===== src/rtl/kt_seq_pkg.sv =====
// Shared types and constants for the Knight's Tour host-side command sequencer.
package kt_seq_pkg;

   typedef enum logic [1:0] {StIdle, StLoad, StWaitSnt, StWaitResp} seq_state_t;

   typedef enum logic [1:0] {
      ErrNone    = 2'd0,
      ErrBadResp = 2'd1,
      ErrTimeout = 2'd2
   } seq_err_t;

   localparam logic [7:0]  KT_ACK   = 8'hA5;
   localparam logic [15:0] CMD_CAL  = 16'h2000;
   localparam logic [3:0]  CMD_MOVE = 4'h4;

   function automatic logic [15:0] mk_move(input logic [11:0] arg);
      return {CMD_MOVE, arg};
   endfunction

endpackage


===== src/rtl/kt_cmd_sequencer_if.sv =====
// Command/response handshake between the sequencer and RemoteComm.
interface kt_cmd_sequencer_if;
   logic        snd_cmd;
   logic [15:0] cmd;
   logic        cmd_snt;
   logic        resp_rdy;
   logic [7:0]  resp;

   modport master (output snd_cmd, cmd, input cmd_snt, resp_rdy, resp);
   modport slave  (input snd_cmd, cmd, output cmd_snt, resp_rdy, resp);
endinterface


===== src/rtl/kt_cmd_fifo.sv =====
// Synchronous FIFO holding queued tour commands; extra pointer bit separates full from empty.
module kt_cmd_fifo #(
   parameter int unsigned DEPTH = 8,
   parameter int unsigned WIDTH = 16
) (
   input  logic             clk,
   input  logic             rst_n,
   input  logic             flush,
   input  logic             wr,
   input  logic [WIDTH-1:0] wdata,
   input  logic             rd,
   output logic [WIDTH-1:0] rdata,
   output logic             full,
   output logic             empty
);

   localparam int unsigned AW     = $clog2(DEPTH);
   localparam logic [AW:0] PtrOne = {{AW{1'b0}}, 1'b1};

   logic [AW:0]      wptr_q, rptr_q;
   logic [WIDTH-1:0] mem_q [DEPTH];
   logic             do_rd, do_wr;

   assign empty = (wptr_q == rptr_q);
   assign full  = (wptr_q[AW] != rptr_q[AW]) && (wptr_q[AW-1:0] == rptr_q[AW-1:0]);
   assign do_rd = rd && !empty;
   // A simultaneous pop frees the slot, so a write to a full FIFO still lands.
   assign do_wr = wr && (!full || do_rd);
   assign rdata = mem_q[rptr_q[AW-1:0]];

   always_ff @(posedge clk or negedge rst_n) begin
      if (!rst_n) begin
         wptr_q <= '0;
         rptr_q <= '0;
      end else if (flush) begin
         wptr_q <= '0;
         rptr_q <= '0;
      end else begin
         if (do_wr) wptr_q <= wptr_q + PtrOne;
         if (do_rd) rptr_q <= rptr_q + PtrOne;
      end
   end

   always_ff @(posedge clk) begin
      if (do_wr && !flush) mem_q[wptr_q[AW-1:0]] <= wdata;
   end

endmodule


===== src/rtl/kt_cmd_sequencer.sv =====
// Issues queued tour commands to RemoteComm one at a time, waiting for an ACK between each.
module kt_cmd_sequencer
   import kt_seq_pkg::*;
#(
   parameter int unsigned DEPTH   = 8,
   parameter logic [23:0] TIMEOUT = 24'd1_000_000,
   parameter logic [7:0]  ACK     = KT_ACK
) (
   input  logic                      clk,
   input  logic                      rst_n,
   input  logic                      wr_cmd,
   input  logic [15:0]               cmd_in,
   input  logic                      start,
   input  logic                      abort,
   kt_cmd_sequencer_if.master        rc,
   output logic                      full,
   output logic                      empty,
   output logic                      ovfl,
   output logic                      busy,
   output logic                      done,
   output logic                      err,
   output logic [1:0]                err_code,
   output logic [7:0]                cmds_done
);

   seq_state_t  state_q, state_d;
   seq_err_t    err_code_q, err_code_d;
   logic [15:0] cmd_q, cmd_d, fifo_rdata;
   logic [23:0] cnt_q, cnt_d;
   logic [7:0]  cmds_q, cmds_d;
   logic        snd_q, snd_d, done_q, done_d, err_q, err_d, ovfl_q, ovfl_d;
   logic        pop;

   assign pop = (state_q == StLoad) && !abort;

   kt_cmd_fifo #(
      .DEPTH (DEPTH),
      .WIDTH (16)
   ) u_fifo (
      .clk   (clk),
      .rst_n (rst_n),
      .flush (abort),
      .wr    (wr_cmd),
      .wdata (cmd_in),
      .rd    (pop),
      .rdata (fifo_rdata),
      .full  (full),
      .empty (empty)
   );

   always_comb begin
      state_d    = state_q;
      cmd_d      = cmd_q;
      snd_d      = 1'b0;
      done_d     = 1'b0;
      err_d      = err_q;
      err_code_d = err_code_q;
      cnt_d      = cnt_q;
      cmds_d     = cmds_q;
      ovfl_d     = ovfl_q | (wr_cmd & full & ~pop);

      if (abort) begin
         state_d = StIdle;
         cnt_d   = '0;
      end else begin
         unique case (state_q)
            StIdle: begin
               if (start) begin
                  err_d      = 1'b0;
                  err_code_d = ErrNone;
                  ovfl_d     = 1'b0;
                  cmds_d     = '0;
                  if (empty) done_d = 1'b1;
                  else       state_d = StLoad;
               end
            end
            StLoad: begin
               cmd_d   = fifo_rdata;
               snd_d   = 1'b1;
               cnt_d   = '0;
               state_d = StWaitSnt;
            end
            StWaitSnt, StWaitResp: begin
               cnt_d = cnt_q + 24'd1;
               if (state_q == StWaitSnt && rc.cmd_snt) state_d = StWaitResp;
               // An early response (before or with cmd_snt) is still the answer to this command.
               if (rc.resp_rdy) begin
                  if (rc.resp == ACK) begin
                     if (cmds_q != 8'hFF) cmds_d = cmds_q + 8'd1;
                     if (empty) begin
                        done_d  = 1'b1;
                        state_d = StIdle;
                     end else begin
                        state_d = StLoad;
                     end
                  end else begin
                     err_d      = 1'b1;
                     err_code_d = ErrBadResp;
                     state_d    = StIdle;
                  end
               end else if (cnt_q == TIMEOUT - 24'd1) begin
                  err_d      = 1'b1;
                  err_code_d = ErrTimeout;
                  state_d    = StIdle;
               end
            end
            default: state_d = StIdle;
         endcase
      end
   end

   always_ff @(posedge clk or negedge rst_n) begin
      if (!rst_n) begin
         state_q    <= StIdle;
         cmd_q      <= '0;
         snd_q      <= 1'b0;
         done_q     <= 1'b0;
         err_q      <= 1'b0;
         err_code_q <= ErrNone;
         cnt_q      <= '0;
         cmds_q     <= '0;
         ovfl_q     <= 1'b0;
      end else begin
         state_q    <= state_d;
         cmd_q      <= cmd_d;
         snd_q      <= snd_d;
         done_q     <= done_d;
         err_q      <= err_d;
         err_code_q <= err_code_d;
         cnt_q      <= cnt_d;
         cmds_q     <= cmds_d;
         ovfl_q     <= ovfl_d;
      end
   end

   assign rc.snd_cmd = snd_q;
   assign rc.cmd     = cmd_q;
   assign busy       = (state_q != StIdle);
   assign done       = done_q;
   assign err        = err_q;
   assign err_code   = err_code_q;
   assign cmds_done  = cmds_q;
   assign ovfl       = ovfl_q;

endmodule

===== src/flat_wrapper.sv =====
// flat-port wrapper written by rule: the top's interface ports become plain ports
module kt_cmd_sequencer_flat import kt_seq_pkg::*;
#(
   parameter int unsigned DEPTH   = 8,
   parameter logic [23:0] TIMEOUT = 24'd1_000_000,
   parameter logic [7:0]  ACK     = KT_ACK
)
  (clk, rst_n, wr_cmd, cmd_in, start, abort, full, empty, ovfl, busy, done, err, err_code, cmds_done, rc_snd_cmd, rc_cmd, rc_cmd_snt, rc_resp_rdy, rc_resp);
  kt_cmd_sequencer_if rc_i ();
  input  logic clk;
  input  logic rst_n;
  input  logic wr_cmd;
  input  logic [15:0] cmd_in;
  input  logic start;
  input  logic abort;
  output logic full;
  output logic empty;
  output logic ovfl;
  output logic busy;
  output logic done;
  output logic err;
  output logic [1:0] err_code;
  output logic [7:0] cmds_done;
  output wire logic [$bits(rc_i.snd_cmd)-1:0] rc_snd_cmd;
  output wire logic [$bits(rc_i.cmd)-1:0] rc_cmd;
  input wire logic [$bits(rc_i.cmd_snt)-1:0] rc_cmd_snt;
  input wire logic [$bits(rc_i.resp_rdy)-1:0] rc_resp_rdy;
  input wire logic [$bits(rc_i.resp)-1:0] rc_resp;
  assign rc_snd_cmd = rc_i.snd_cmd;
  assign rc_cmd = rc_i.cmd;
  assign rc_i.cmd_snt = rc_cmd_snt;
  assign rc_i.resp_rdy = rc_resp_rdy;
  assign rc_i.resp = rc_resp;
  kt_cmd_sequencer #(.DEPTH(DEPTH), .TIMEOUT(TIMEOUT), .ACK(ACK)) u_core (.clk(clk), .rst_n(rst_n), .wr_cmd(wr_cmd), .cmd_in(cmd_in), .start(start), .abort(abort), .rc(rc_i), .full(full), .empty(empty), .ovfl(ovfl), .busy(busy), .done(done), .err(err), .err_code(err_code), .cmds_done(cmds_done));
endmodule

===== config.mk =====
export PLATFORM = sky130hd
export DESIGN_NAME = kt_cmd_sequencer_flat
export DESIGN_NICKNAME = d
export VERILOG_FILES = /design/src/rtl/kt_seq_pkg.sv /design/src/rtl/kt_cmd_sequencer_if.sv /design/src/rtl/kt_cmd_fifo.sv /design/src/rtl/kt_cmd_sequencer.sv /design/src/flat_wrapper.sv
export SDC_FILE = /design/constraint.sdc
export NUM_CORES = 1
export LEC_CHECK = 0
export BUFFER_PORTS_ARGS = -buffer_cell sky130_fd_sc_hd__buf_4
export CAP_MARGIN = 20
export CORE_ASPECT_RATIO = 0.9
export CORE_UTILIZATION = 64
export CTS_CLUSTER_DIAMETER = 150
export DETAILED_ROUTE_END_ITERATION = 12
export PLACE_DENSITY = 0.91
export SLEW_MARGIN = 30
export SYNTH_ARGS = -nofsm -noshare
export SYNTH_HDL_FRONTEND = slang
export SYNTH_HIERARCHICAL = 1
export SYNTH_SLANG_ARGS = --single-unit

===== constraint.sdc =====
create_clock -name clk -period 5.7 [get_ports clk]
set_clock_uncertainty 0.2 [all_clocks]
set_input_delay 1.14 -clock clk [delete_from_list [all_inputs] [get_ports clk]]
set_output_delay 1.14 -clock clk [all_outputs]
set_load 0.02 [all_outputs]

==> Yosys cells after proc, flatten, opt, wreduce, memory -nomap -nowiden <==
Memories as Yosys holds them, arrays and structs flattened. A register that Yosys moved wholly into a read port is not among the register bits.
Index checks and enable logic that the tools add are counted.
{ "op_classes": {"addsub": 4, "eq_ne": 18, "mux": 43, "bitwise": 5, "reduce_logical": 22} }
{ "op_table": {"columns": ["operator", "n"], "rows": [
  ["$pmux W24 S2", 1],
  ["$mux W8", 4],
  ["$add A24 B1 Y24 const B", 1],
  ["$eq A24 B20 Y1 const B", 1],
  ["$mux W24", 1],
  ["$mux W2", 10],
  ["$mux W1", 18],
  ["$mux W4", 4],
  ["$pmux W8 S2", 1],
  ["$ne A3 B3 Y1 const B", 3],
  ["$add A4 B1 Y4 const B", 2],
  ["$add A8 B1 Y8 const B", 1],
  ["$eq A8 B8 Y1 const B", 1],
  ["$ne A8 B8 Y1 const B", 1],
  ["$reduce_bool A2 Y1", 4],
  ["$logic_and A1 B1 Y1", 6],
  ["$pmux W2 S3", 1],
  ["$reduce_and A6 Y1", 1],
  ["$ne A5 B3 Y1 const B", 1],
  ["$reduce_and A5 Y1", 1],
  ["$eq A2 B2 Y1 const B", 2],
  ["$eq A4 B4 Y1", 1],
  ["$logic_not A1 Y1", 4],
  ["$ne A2 B1 Y1 const B", 2],
  ["16 further kinds", 20]
]} }
{ "word_totals": {"regBits": 48, "ramBits": 128, "in_bits": 31, "output_inout_bits": 33, "elab_cells": 103, "memories": 1} }
{ "memory_table": {"columns": ["memory", "words", "word_bits", "rd", "rd_clocked_by_memory_dff", "wr", "line_no", "text"], "rows": [
  ["u_core.u_fifo.mem_q", 8, 16, 1, 1, 1, "kt_cmd_fifo.sv:21", "logic [WIDTH-1:0] mem_q [DEPTH];"]
]} }

==> Depth between registers and ports, before layout <==
{ "depth": {"depth_word": 8, "mapped_depth": 9, "ltp_nobuf": 7} }

==> Modules after synthesis <==
Netlist, hierarchy kept.
{ "modules_own_cells": {"columns": ["module", "n_inst", "cells_each", "area_each_um2", "seq_area_each_um2"], "rows": [
  ["kt_cmd_fifo", 1, 257, 5383.9, 4043.9],
  ["kt_cmd_sequencer", 1, 324, 3049.2, 1401.3]
]} }

==> Worst setup path before layout <==
Ideal clock, no wire load.
{ "synth_path": {"path_type": "in2reg", "from": "input abort", "to": "memory u_core.u_fifo.mem_q[1][0] (enable)", "setup_time_ps": 409, "t_arrival_ps": 3649, "required_time_ps": 5091, "slack_ps": 1442, "cell_stages": 8, "n_path_buf": 3, "cell_sequence": "inv_1 -> and3_1 -> clkbuf_1 -> buf_1 -> or4_1 -> clkbuf_2 -> nor2_1 -> nor3_1"} }
{ "synth_via": {"elab_chain_cells": 8} }
{ "synth_rtl": {"columns": ["element", "line_no", "text"], "rows": [
  ["from (decl)", "flat_wrapper.sv:15", "input logic abort;"],
  ["$logic_not A1 Y1", "kt_cmd_sequencer.sv:34", "assign pop = (state_q == StLoad) && !abort;"],
  ["$logic_and A1 B1 Y1", "kt_cmd_sequencer.sv:34", null],
  ["named net u_core.pop", "kt_cmd_sequencer.sv:32", "logic pop;"],
  ["$logic_and A1 B1 Y1", "kt_cmd_fifo.sv:26", "assign do_rd = rd && !empty;"],
  ["$logic_or A1 B1 Y1", "kt_cmd_fifo.sv:28", "assign do_wr = wr && (!full || do_rd);"],
  ["$logic_and A1 B1 Y1", "kt_cmd_fifo.sv:28", null],
  ["$logic_and A1 B1 Y1", "kt_cmd_fifo.sv:45", "if (do_wr && !flush) mem_q[wptr_q[AW-1:0]] <= wdata;"],
  ["$mux W1", "kt_cmd_fifo.sv:45", null],
  ["$mux W1 (implied by the code)", "kt_cmd_fifo.sv:45", null],
  ["to (decl)", "kt_cmd_fifo.sv:21", null]
]} }
The timed path passes the listed nets, and every way through them passes these cells.

==> Worst setup path in the final report <==
{ "layout_path": {"from": "register u_core.state_q[1]", "to": "memory u_core.u_fifo.mem_q[5][9] (enable)"} }
{ "layout_via": {"elab_chain_cells": 8} }
{ "layout_rtl": {"columns": ["element", "line_no", "text"], "rows": [
  ["from (decl)", "kt_cmd_sequencer.sv:26", "seq_state_t state_q, state_d;"],
  ["from (signal assigned)", "kt_cmd_sequencer.sv:114", "state_q <= StIdle;"],
  ["from (signal assigned)", "kt_cmd_sequencer.sv:124", "state_q <= state_d;"],
  ["$eq A2 B1 Y1", "kt_cmd_sequencer.sv:34", null],
  ["$logic_and A1 B1 Y1", "kt_cmd_sequencer.sv:34", null],
  ["$logic_and A1 B1 Y1", "kt_cmd_fifo.sv:26", null],
  ["$logic_or A1 B1 Y1", "kt_cmd_fifo.sv:28", null],
  ["$logic_and A1 B1 Y1", "kt_cmd_fifo.sv:28", null],
  ["$logic_and A1 B1 Y1", "kt_cmd_fifo.sv:45", null],
  ["$mux W1", "kt_cmd_fifo.sv:45", null],
  ["$mux W1 (implied by the code)", "kt_cmd_fifo.sv:45", null]
]} }
No other way between the ends.

==> summary.md <==
| Metric | Value |
|---|---|
| Post-synth EDFFs | `128` |
| Largest cells by area after synthesis | `edfxtp_1 46%, dfrtp_1 19%, mux4_2 8.5%` |
| HP Class | `reg -> reg` |
| Post-Syn Area per Cell | `14.5 µm²` |
| Overall power | `3.28 mW` |
| Htree depth | `4` |
| # Post-CTS Setup Buffers | `0` |
| Initial antenna violation count | `0` |
| FFs w/ async S/R, synth | `33.3%` |
| DRC viols | `0` |
| Type of element launching the critical path | `flip-flop` |
| GPL Wtd Cong | `0.882` |
| Synth unique cells | `64` |
| Post-synthesis mux area share | `13.2%` |
| Clock sinks | `192` |
| Die height | `111 µm` |
| Endpoints failing setup | `0` |
| Fraction of the mapped netlist area in adder cells | `0.593%` |
| Die area | `13600 µm²` |
| Core area | `12800 µm²` |
| Pwr/cell area | `339 nW/µm²` |
| CTS tree | `built` |
| Synthesized area | `8430 µm²` |
| Hold Fails Final Rpt | `0` |
| LEAKAGE | `3.48 nW` |
| Post-Synth Simple-Gate Area | `11.5%` |
| Max Cap Viol | `0` |
| Post-layout minimum cycle time | `4.01 ns` |
| Layout cells sized above 1 | `30.1%` |
| Peak VDD IR | `0.326 mV` |
| 1st-iter DRT viols | `799` |
| WL per Instance | `24.1 µm` |
| Total grt overflow | `0` |
| Compound-Gate Fraction of Synth Area | `6.88%` |
| Fin util | `75.7%` |
| Dpl hpwl | `11900 µm` |
| Num rows | `39` |
| Max Slew Vio Count | `0` |
| Yosys synthesis warning count | `6` |
| DRT antenna net count | `0` |
| Die width | `123 µm` |
| Vias | `5667` |
| Crit Path Class | `reg -> reg` |
| Largest family of logic cells by synthesized area | `multiplexers` |
| Reg clk slew, reported paths | `0.07 ns` |
| Clk_lat worst skew | `0.44 ns` |
| Total GRT Usage | `31.0%` |
| Final Cycle Share | `70.3%` |
| Setup tns final | `0 ns` |
| Clock Tree Buf Depth | `2` |
| Pin count of the biggest net entering global routing | `65` |
| Vias in the first global route | `5529` |
| Syn Nets | `616` |
| TritonRoute pass-1 iters | `8` |
| Fill cells | `691` |
| Post-Route WL | `19500 µm` |
| RSZ-0062 raised after global routing | `no` |
| Final nets | `667` |
| Root Driver | `clkbuf_16` |
| Worst-Margin Slew | `1.01 ns` |
| Area Growth Syn to Fin | `14.8%` |
| Max Fclk | `250 MHz` |
| Post-synthesis sequential area ratio | `64.6%` |
| Critical Path RT | `5.68 ns` |
| Worst EP arrival | `3.99 ns` |
| Cts hold-fix bufs | `0` |
| Post-synth top area share | `45.6%` |
| Status | `finished, final reports clean` |
| CP Capture Type | `flip-flop` |
| Num CTS Buffers | `17` |
| Post-synthesis xor/xnor area fraction | `0.831%` |
| Worst Path Max Fanout | `27` |
| Vias per cell | `7.00` |
| Slew HR | `31.8%` |
| # resized after CTS | `0` |
| First-pass GRT wire length | `30600 µm` |
| Register bit total from synthesis | `192` |
| Starting Density | `66.0%` |
| Synth area leader | `edfxtp_1` |
| Mapped Cells | `581` |
| Port Buf Inserts | `63` |
| I/O Pins | `64` |
| Antenna Diode Count | `0` |
| R2r setup slk | `1.69 ns` |
| Synth Flop Type | `edfxtp_1` |
## cell usage in the layout, fill, tap and decap left out, types with 6 or more instances in the layout
master,count
a21oi_1,16
a31oi_1,6
buf_4,69
clkbuf_16,17
dfrtp_1,62
edfxtp_1,128
inv_1,11
mux2_2,33
mux4_2,32
nand2_1,45
nand2b_1,6
nand3_1,21
nand4_1,17
nor2_1,15
nor3_1,7
nor4_1,8
o21ai_0,22
o311ai_0,6
or3_1,6
or4_1,11
xor2_1,6
## layer usage
layer | global-route usage, % | vias up | part of all wire, %
li1 | - | 2399 | -
met1 | 40.0 | 2859 | 37
met2 | 50.9 | 342 | 52
met3 | 7.87 | 67 | 8.0
met4 | 11.6 | 0 | 3.0
met5 | 0 | - | 0
## Yosys cell counts, types with 9 or more instances
library cell and instances:
nand3_1 21, nand4_1 17, clkbuf_1 23, edfxtp_1 128, nor3_1 15, o21ai_0 22
inv_1 11, mux2_2 33, nor4_1 9, nor2_1 16, mux4_2 32, a21oi_1 16
dfrtp_1 64, nand2_1 45, or4_1 11
## where the power goes
group / switching, mW / total [mW] / internal, mW
Combinational: 0.253 / 0.443 / 0.190
Sequential: 0.0602 / 1.63 / 1.57
Clock: 0.565 / 1.20 / 0.638
## worst max-delay path, cell delays in order (launching register included)
cell and delay, ns:
dfrtp_1 0.88, inv_1 0.41, and3_2 0.54, or4_1 0.74, nor2_1 0.62, nor3_2 0.10, buf_4 0.24
## cell type report
cell class	count	area, µm²	area share (%)
Sequential cell	192	5450	56.3
Multi-Input combinational cell	341	2860	29.5
Timing Repair Buffer	69	518	5.35
Clock buffer	18	439	4.54
Tap cell	164	205	2.12
Clock inverter	14	169	1.74
Inverter	11	41.3	0.427
## metrics by stage
stage | cell area [µm²] | worst slack (ns) | hold WS [ns] | cells
3_5_place_dp | 9070 | 1.61 | 0.299 | 777
4_1_cts | 9680 | 1.69 | 0.315 | 809
5_1_grt | 9680 | 1.54 | 0.335 | 809
3_3_place_gp | 9030 | 1.24 | 0.293 | 777
6_report | 9680 | 1.69 | 0.309 | 809
2_1_floorplan | 8430 | 1.44 | 0.296 | 581
## sequential cells by signal, summed over array words and instances, names as in the netlist
register,cells
u_core/rc.cmd,16
u_core/rc.snd_cmd,1
u_core/err,1
u_core/ovfl,1
u_core/u_fifo/rptr_q,4
u_core/err_code,2
u_core/state_q,2
u_core/cnt_q,24
u_core/done,1
u_core/cmds_done,8
u_core/u_fifo/wptr_q,4
u_core/u_fifo/mem_q,128
## cell families after synthesis
group           after synthesis
flops                       192
simple gates                177
compound gates               85
mux                          67
buf+inv                      48
xor+xnor                      8
fa+ha+maj                     4
## worst paths after layout
path,start,to,depth (start not counted)
setup / recovery,u_core/state_q[1],u_core/u_fifo/mem_q[5][9],6
hold / removal,u_core/rc.cmd[9],u_core/rc.cmd[9],1
setup reg to reg,u_core/state_q[1],u_core/u_fifo/mem_q[5][9],6
hold reg to reg,u_core/rc.cmd[9],u_core/rc.cmd[9],1
max in group asynchronous,rst_n,u_core/u_fifo/rptr_q[0],1
min in group asynchronous,rst_n,u_core/cnt_q[22],1
No activity file was read; power rests on OpenSTA's default activity.
